[src/rtl/bitty_seq_pkg.sv]
// Shared state encoding for the bitty fetch/execute sequencer.
package bitty_seq_pkg;

  localparam int SEQ_STATE_W = 3;

  typedef enum logic [SEQ_STATE_W-1:0] {
    S_IDLE   = 3'd0,
    S_FETCH  = 3'd1,
    S_ISSUE  = 3'd2,
    S_EXEC   = 3'd3,
    S_COMMIT = 3'd4,
    S_HALT   = 3'd5
  } seq_state_t;

endpackage

[src/rtl/bitty_seq_timer.sv]
// Clearable up-counter with a terminal-count compare against a fixed value.
module bitty_seq_timer #(
  parameter int W = 4
) (
  input  logic         clk,
  input  logic         reset,
  input  logic         clr_i,
  input  logic         inc_i,
  input  logic [W-1:0] tc_val_i,
  output logic         tc_o
);

  logic [W-1:0] cnt_q, cnt_d;

  always_comb begin
    cnt_d = cnt_q;
    if (clr_i)      cnt_d = '0;
    else if (inc_i) cnt_d = cnt_q + 1'b1;
  end

  always_ff @(posedge clk or posedge reset) begin
    if (reset) cnt_q <= '0;
    else       cnt_q <= cnt_d;
  end

  assign tc_o = (cnt_q == tc_val_i);

endmodule

[src/rtl/bitty_seq.sv]
// Handshake fetch/execute sequencer with halt/single-step and retire counter.
// Optional EXEC watchdog enabled by defining BITTY_SEQ_WDT_EN.
//
// state  | meaning
// IDLE   | waiting for start (or halt_req) after reset
// FETCH  | instruction memory read held for MEM_LAT cycles
// ISSUE  | one-cycle run pulse into the core
// EXEC   | waiting for done from the core
// COMMIT | one-cycle PC advance, retire count update
// HALT   | stopped at an instruction boundary, debug control
module bitty_seq
  import bitty_seq_pkg::*;
#(
  parameter int MEM_LAT    = 1,
  parameter int WDT_CYCLES = 64,
  parameter int ICNT_W     = 16
) (
  input  logic                   clk,
  input  logic                   reset,
  input  logic                   start,
  input  logic                   halt_req,
  input  logic                   step_req,
  input  logic                   done,
  output logic                   mem_rd,
  output logic                   ir_load,
  output logic                   run,
  output logic                   en_pc,
  output logic                   busy,
  output logic                   halted,
  output logic [SEQ_STATE_W-1:0] state_o,
  output logic [ICNT_W-1:0]      instr_count,
  output logic                   wdt_err
);

  localparam logic [3:0] LAT_TC = 4'(MEM_LAT - 1);

  seq_state_t        state_q, state_d;
  logic              step_q, step_d;
  logic [ICNT_W-1:0] cnt_q, cnt_d;
  logic              lat_tc;

  bitty_seq_timer #(.W(4)) u_lat (
    .clk      (clk),
    .reset    (reset),
    .clr_i    (state_q != S_FETCH),
    .inc_i    (state_q == S_FETCH),
    .tc_val_i (LAT_TC),
    .tc_o     (lat_tc)
  );

`ifdef BITTY_SEQ_WDT_EN
  localparam int WDT_W = (WDT_CYCLES > 2) ? $clog2(WDT_CYCLES) : 1;
  localparam logic [WDT_W-1:0] WDT_TC = WDT_W'(WDT_CYCLES - 1);

  logic wdt_tc;
  logic wdt_err_q, wdt_err_d;

  bitty_seq_timer #(.W(WDT_W)) u_wdt (
    .clk      (clk),
    .reset    (reset),
    .clr_i    (state_q != S_EXEC),
    .inc_i    ((state_q == S_EXEC) && !done),
    .tc_val_i (WDT_TC),
    .tc_o     (wdt_tc)
  );

  always_ff @(posedge clk or posedge reset) begin
    if (reset) wdt_err_q <= 1'b0;
    else       wdt_err_q <= wdt_err_d;
  end

  assign wdt_err = wdt_err_q;
`else
  // Watchdog absent; the parameter stays so both builds share one interface.
  assign wdt_err = 1'b0 & (WDT_CYCLES > 0);
`endif

  always_comb begin
    state_d = state_q;
    step_d  = step_q;
    cnt_d   = cnt_q;
`ifdef BITTY_SEQ_WDT_EN
    wdt_err_d = wdt_err_q;
`endif
    case (state_q)
      S_IDLE: begin
        if (halt_req)   state_d = S_HALT;
        else if (start) state_d = S_FETCH;
      end
      S_FETCH: begin
        if (lat_tc) state_d = S_ISSUE;
      end
      S_ISSUE: begin
        state_d = done ? S_COMMIT : S_EXEC;
      end
      S_EXEC: begin
        if (done) state_d = S_COMMIT;
`ifdef BITTY_SEQ_WDT_EN
        else if (wdt_tc) begin
          state_d   = S_HALT;
          wdt_err_d = 1'b1;
        end
`endif
      end
      S_COMMIT: begin
        cnt_d = cnt_q + 1'b1;
        if (halt_req || step_q) begin
          state_d = S_HALT;
          step_d  = 1'b0;
        end else begin
          state_d = S_FETCH;
        end
      end
      S_HALT: begin
        if (start) begin
          state_d = S_FETCH;
          step_d  = 1'b0;
`ifdef BITTY_SEQ_WDT_EN
          wdt_err_d = 1'b0;
`endif
        end else if (step_req) begin
          state_d = S_FETCH;
          step_d  = 1'b1;
        end
      end
      default: state_d = S_IDLE;
    endcase
  end

  always_ff @(posedge clk or posedge reset) begin
    if (reset) begin
      state_q <= S_IDLE;
      step_q  <= 1'b0;
      cnt_q   <= '0;
    end else begin
      state_q <= state_d;
      step_q  <= step_d;
      cnt_q   <= cnt_d;
    end
  end

  // Every output is a decode of registered state, never of an input.
  assign mem_rd      = (state_q == S_FETCH);
  assign ir_load     = (state_q == S_FETCH) && lat_tc;
  assign run         = (state_q == S_ISSUE);
  assign en_pc       = (state_q == S_COMMIT);
  assign busy        = (state_q != S_IDLE) && (state_q != S_HALT);
  assign halted      = (state_q == S_HALT);
  assign state_o     = state_q;
  assign instr_count = cnt_q;

endmodule

[config.mk]
export PLATFORM = sky130hd
export DESIGN_NAME = bitty_seq
export DESIGN_NICKNAME = d
export VERILOG_FILES = /design/src/rtl/bitty_seq_pkg.sv /design/src/rtl/bitty_seq_timer.sv /design/src/rtl/bitty_seq.sv
export SDC_FILE = /design/constraint.sdc
export NUM_CORES = 1
export LEC_CHECK = 0
export ABC_AREA = 1
export CORE_MARGIN = 1.5
export CORE_UTILIZATION = 47
export CTS_BUF_LIST = sky130_fd_sc_hd__clkbuf_8
export DETAILED_ROUTE_END_ITERATION = 16
export PLACE_DENSITY_LB_ADDON = 0.3
export SYNTH_ARGS = -nofsm -noshare
export SYNTH_HDL_FRONTEND = slang
export SYNTH_SLANG_ARGS = --single-unit
[constraint.sdc]
create_clock -name clk -period 1.51 [get_ports clk]
set_clock_uncertainty 0.1 [all_clocks]
set_input_delay 0.453 -clock clk [delete_from_list [all_inputs] [get_ports clk]]
set_output_delay 0.453 -clock clk [all_outputs]
set_load 0.1 [all_outputs]
# Word level (Yosys, flattened, before mapping)
# Index checks and enable logic that the tools add are counted.
totals:
  ff_bits: 24
  in_bits: 6
  output_inout_bits: 26
classes:
  add_sub_neg: 2
  eq_ne: 12
  mux: 15
  n_reduce_logical: 10
op_table:
  columns: ["operator", "n"]
  rows:
  - ["two-way mux 3 bit", 8]
  - ["case mux 3 bit (6 select lines)", 1]
  - ["adder 16 x 1 -> 16 bit (second input constant)", 1]
  - ["!= test 3 bit (second input constant)", 3]
  - ["two-way mux 4 bit", 2]
  - ["equality test 3 x 2 -> 1 bit (second input constant)", 2]
  - ["equality test 3 bit (second input constant)", 2]
  - ["adder 4 x 1 -> 4 bit (second input constant)", 1]
  - ["logical NOT 4 bit", 1]
  - ["!= test 2 x 1 -> 1 bit (second input constant)", 2]
  - ["AND reduction 4 bit", 1]
  - ["nonzero test 2 bit", 2]
  - ["equality test 3 x 1 -> 1 bit (second input constant)", 1]
  - ["logical NOT 3 bit", 1]
  - ["two-way mux 1 bit", 3]
  - ["!= test 3 x 1 -> 1 bit (second input constant)", 1]
  - ["AND reduction 3 bit", 1]
  - ["nonzero test 3 bit", 1]
  - ["logical AND 1 bit", 2]
  - ["!= test 2 bit (second input constant)", 1]
  - ["case mux 1 bit (2 select lines)", 1]
  - ["logical OR 1 bit", 1]

# Logic depth before layout (Yosys ltp)
logic_depth:
  depth_word: 3
  depth_mapped: 8

# Modules after synthesis
# From an unflattened synthesis, not the netlist that was laid out.
hier_totals:
  hier_cells: 197
  hier_area_um2: 1420.1
by_module_without_submodules:
  columns: ["mod", "n_inst", "cells_each", "area_per_inst_um2", "seq_area_each_um2"]
  rows:
  - ["bitty_seq", 1, 162, 1167.4, 500.5]
  - ["bitty_seq_timer", 1, 35, 252.7, 100.1]

# Least setup slack after synthesis
# Ideal clock, no wire load.
synth_path:
  kind: "reg-to-output"
  from: "register state_q[0], in the netlist state_o[0]"
  to: "output port ir_load"
  arrival_time_ps: 4238
  t_required_ps: 957
  path_slack_ps: -3281
  path_stages_with_launch: 5
  path_cell_list: "dfrtp_1 nand2_1 nor2_1 inv_1 nor2_1"
synth_via:
  elab_chain_cells: 2
synth_lines:
  columns: ["item", "line_no", "source"]
  rows:
  - ["from (decl)", "bitty_seq.sv:37", "seq_state_t state_q, state_d;"]
  - ["from (signal assigned)", "bitty_seq.sv:136", "state_q <= state_d;"]
  - ["equality test 3 x 1 -> 1 bit", null, null]
  - ["named net mem_rd", "bitty_seq.sv:24", "output logic mem_rd,"]
  - ["logical AND 1 bit", "bitty_seq.sv:144", "assign ir_load = (state_q == S_FETCH) && lat_tc;"]
  - ["to (decl)", "bitty_seq.sv:25", "output logic ir_load,"]
# The timed path passes the listed nets, and every way through them passes these cells.

# Final worst setup path
layout_path:
  from: "register state_q[1], in the netlist state_o[1]"
  to: "output port ir_load"
layout_via:
  elab_chain_cells: 2
layout_lines:
  columns: ["item", "line_no"]
  rows:
  - ["equality test 3 x 1 -> 1 bit", "bitty_seq.sv:144"]
  - ["logical AND 1 bit", "bitty_seq.sv:144"]
# Every way passes these cells.

==> results.yml <==
run_status:
  status: "finished, violations left"
  violations: "negative setup slack"
floorplan:
  die_outline_area_mm2: 0.00318
  die_width_um: 56.4
  rows: 19
  num_io_pins: 32
  die_y_um: 56.4
  start_util_pct: 49.0
  placeableCoreArea_mm2: 0.00273
timing:
  fmax_ghz: 0.508
  finalCriticalPeriod_ns: 1.97
  rsz_0062_raised_after_global_routing: "true"
  setup_slack_ns: -0.459
  timing.final.setup_violations: 30
  finalHoldViolations: 0
  timing.final.max_slew_violations: 0
  period_share_pct: 130
worst_setup_path:
  startpoint_type: "register"
  timing.critical_path.slowest_stage_cell: "dfrtp_4"
  critical-path-top-cell-by-count: "nor2_4"
  worst_ep_required_time_ns: 0.96
  critPathTopFamily: "flip-flops"
  timing.critical_path.fanout_max: 3
  biggest_cell_delay_along_the_critical_path_ns: 0.52
  startpoint: "state_o[1]"
  timing.critical_path.cells: "inv_4 > nand2_4 > nor2_4 > inv_2 > nor2_4 > buf_12"
  crit_arrival_ns: 1.42
  end_kind: "primary output"
  worstReg2RegStart: "state_o[0]"
  critical_path_class: "register to primary output"
  critPathBufInv: 3
cells_and_area:
  insertedDiodeCount: 0
  final_net_count: 244
  layout-drive-gt1-share_pct: 53.8
  n_fill_cell: 83
  layout_stage_area_growth_over_the_synthesis_result_pct: 90.0
  final_cell_area_mm2: 0.00255
  multi_input_comb_area_um2: 797
  seqCellArea_um2: 646
  final_core_density_pct: 93.1
global_route:
  globalRoute.totalOverflow: 0
  initial_antenna_violation_count: 0
  globalRouteTotalUtil_pct: 27.2
  pin_count_of_the_biggest_net_entering_global_routing: 25
  grt_first_pass_wirelength_mm: 6.61
  grt_pass1_vias: 1444
synth:
  yosysTopAreaCellShare_pct: 44.8
  cells_taking_the_most_area_after_synthesis: "dfrtp_1 45%, nand2_1 13%, inv_1 6.7%"
  synth-warning-count: 0
  synth_area_mm2: 0.00134
  synth_cell_type_count: 23
  synth_top_cell_by_area: "dfrtp_1"
  syn_nets: 175
  synth.yosys.seq_area_share_pct: 44.8
  postSynthCellCount: 166
  ff_latch_count_synth: 24
  avg_cell_area_syn_um2: 8.07
power:
  net-switching-power_w: 0.00262
  combinationalPowerShare_pct: 68.7
  leakage_nw: 1.21
  part_of_the_power_in_the_clock_network_pct: 11.3
  p_int_w: 0.00254
  netSwitchingFraction_pct: 50.8
  ir_worst_vdd_v: 0.00272
  power_per_cell_area_mw_per_mm2: 2030
  pwr-share-seq_pct: 20.1
clock_network:
  clkSlewWorstSetupHoldPaths_ns: 0.09
  cts_buffer_depth: 2
  cts_tree: "yes"
  cts-buffers-inserted: 3
  clock_sinks: 24
  later_pin_clock_latency_in_the_skew_report_ns: 0.27
  htree_levels: 1
  clock_tree.root_cell: "clkbuf_8"
placed_design:
  dp_hpwl_mm: 2.56
  place.gp.congestion: 0.796
  numPortBuffers: 30
  cell_area_after_placement_mm2: 0.00219
detailed_routing:
  routed_via_density: 5.70
  dr.first_iter.drc_count: 100
  route.vias.total: 1510
  drc: 0
  drt-wirelength-per-cell_um: 21.3
  drt.antenna.violating_nets: 0
  drt_first_pass_iters: 5
  wl_mm: 5.64
hold_path:
  hold_path_class: "input pin to async pin"
flow_run:
  drv.max_cap_violation_count: 0
-- cells in the final DEF, fill, tap and decap left out, types with 5 or more instances in the layout --
cell type,Yosys,routed
clkdlybuf4s50_1,0,5
buf_6,0,10
nor2_4,3,8
nor2_1,20,12
buf_4,1,22
inv_1,24,18
buf_12,0,26
dfrtp_1,24,6
nand2_2,0,9
xnor2_1,8,6
dfrtp_4,0,9
nand4_1,5,5
nand3_1,9,7
nand2_1,47,37
dfrtp_2,0,9
-- flip-flops by register name (all words and copies together), names as in the netlist --
register     cells
state_o          3
u_lat.cnt_q      4
step_q           1
instr_count     16
-- final cells by class --
type,count,area share (%)
timing repair buffer,65,34.5
sequential,24,25.4
clock inverter,1,1.18
inverter,25,4.52
clock buffer,3,1.62
multi-input combinational,116,31.3
tap,31,1.52
-- metrics by stage --
stage / total power, W / instances / setup TNS [ns] / setup WS (ns) / hold WS [ns]
after global routing: 0.00529 / 265 / -6.99 / -0.509 / 0.431
final: 0.00517 / 265 / -6.10 / -0.459 / 0.401
after global placement: 0.00391 / 245 / -0.830 / -0.108 / 0.352
after CTS: 0.00480 / 257 / -3.95 / -0.413 / 0.408
after floorplan: 0.00281 / 166 / -6.60 / -1.05 / 0.336
after detailed placement: 0.00398 / 245 / -1.43 / -0.159 / 0.378
-- logic make-up after synthesis --
| group | count (synthesis) | share of synthesized area [%] |
|---|---|---|
| adder cells (fa/ha/maj) | 3 | 2.80 |
| AO/OA/AOI/OAI | 9 | 4.01 |
| flip-flops | 24 | 44.8 |
| AND/OR/NAND/NOR | 92 | 33.3 |
| XOR/XNOR | 11 | 7.19 |
| other | 1 | 0.280 |
| buffers and inverters | 26 | 7.56 |
-- metal layers --
metal | share of wire, % | GRT usage, % | up-vias
met4 | 5.0 | 10.9 | 0
met2 | 52 | 49.6 | 99
met5 | 0 | 0 | -
met3 | 7.3 | 3.00 | 28
li1 | - | - | 644
met1 | 36 | 32.4 | 739
-- power groups by stage --
stage / Clock, W / Sequential (W) / Combinational (W)
2_1_floorplan: 0 / 0.00160 / 0.00121
3_3_place_gp: 0 / 0.00101 / 0.00289
3_5_place_dp: 0 / 0.00103 / 0.00296
4_1_cts: 0.000571 / 0.00101 / 0.00322
5_1_grt: 0.000606 / 0.00104 / 0.00364
6_report: 0.000581 / 0.00104 / 0.00355
-- worst register-to-register path, delay by kind of cell, from the launching register on --
family                 cells  cell delay (ns)
buffers and inverters      2             0.22
DFF                        1             0.53
and+or+nand+nor            5             0.89
-- Yosys cell counts --
| cell | number |
|---|---|
| xor2_1 | 3 |
| a21oi_1 | 2 |
| o21bai_2 | 1 |
| ha_1 | 3 |
| nor3_4 | 1 |
| nand4_1 | 5 |
| nand3b_1 | 2 |
| nand2_1 | 47 |
| dfrtp_1 | 24 |
| nor2_8 | 1 |
| nand3_1 | 9 |
| o21ai_0 | 5 |
| nor2_1 | 20 |
| buf_4 | 1 |
| nor2_4 | 3 |
| xnor2_1 | 8 |
| conb_1 | 1 |
| nor3_1 | 1 |
| inv_2 | 1 |
| inv_1 | 24 |
| nor2_2 | 1 |
| o21bai_1 | 1 |
| nand2_4 | 2 |
-- worst paths after layout --
path                              endpoint  slack, ns  cells past startpoint
max                                ir_load      -0.46                      6
min                        instr_count[15]       0.40                      3
max reg2reg                instr_count[14]      -0.34                      7
min reg2reg                 instr_count[8]       0.45                      1
max in group asynchronous   instr_count[3]       0.75                      3
min in group clk            instr_count[8]       0.45                      1
-- repair_timing --
item | CTS | global route
cloned | 0 | 0
buffers inserted | 8 | 9
pin swaps | 8 | 8
resized for setup | 15 | 29
endpoints found under the setup margin | 28 | 31
endpoints found under the hold margin | 0 | 0
hold buffers | 0 | 0
(Power assumes the default switching activity.)
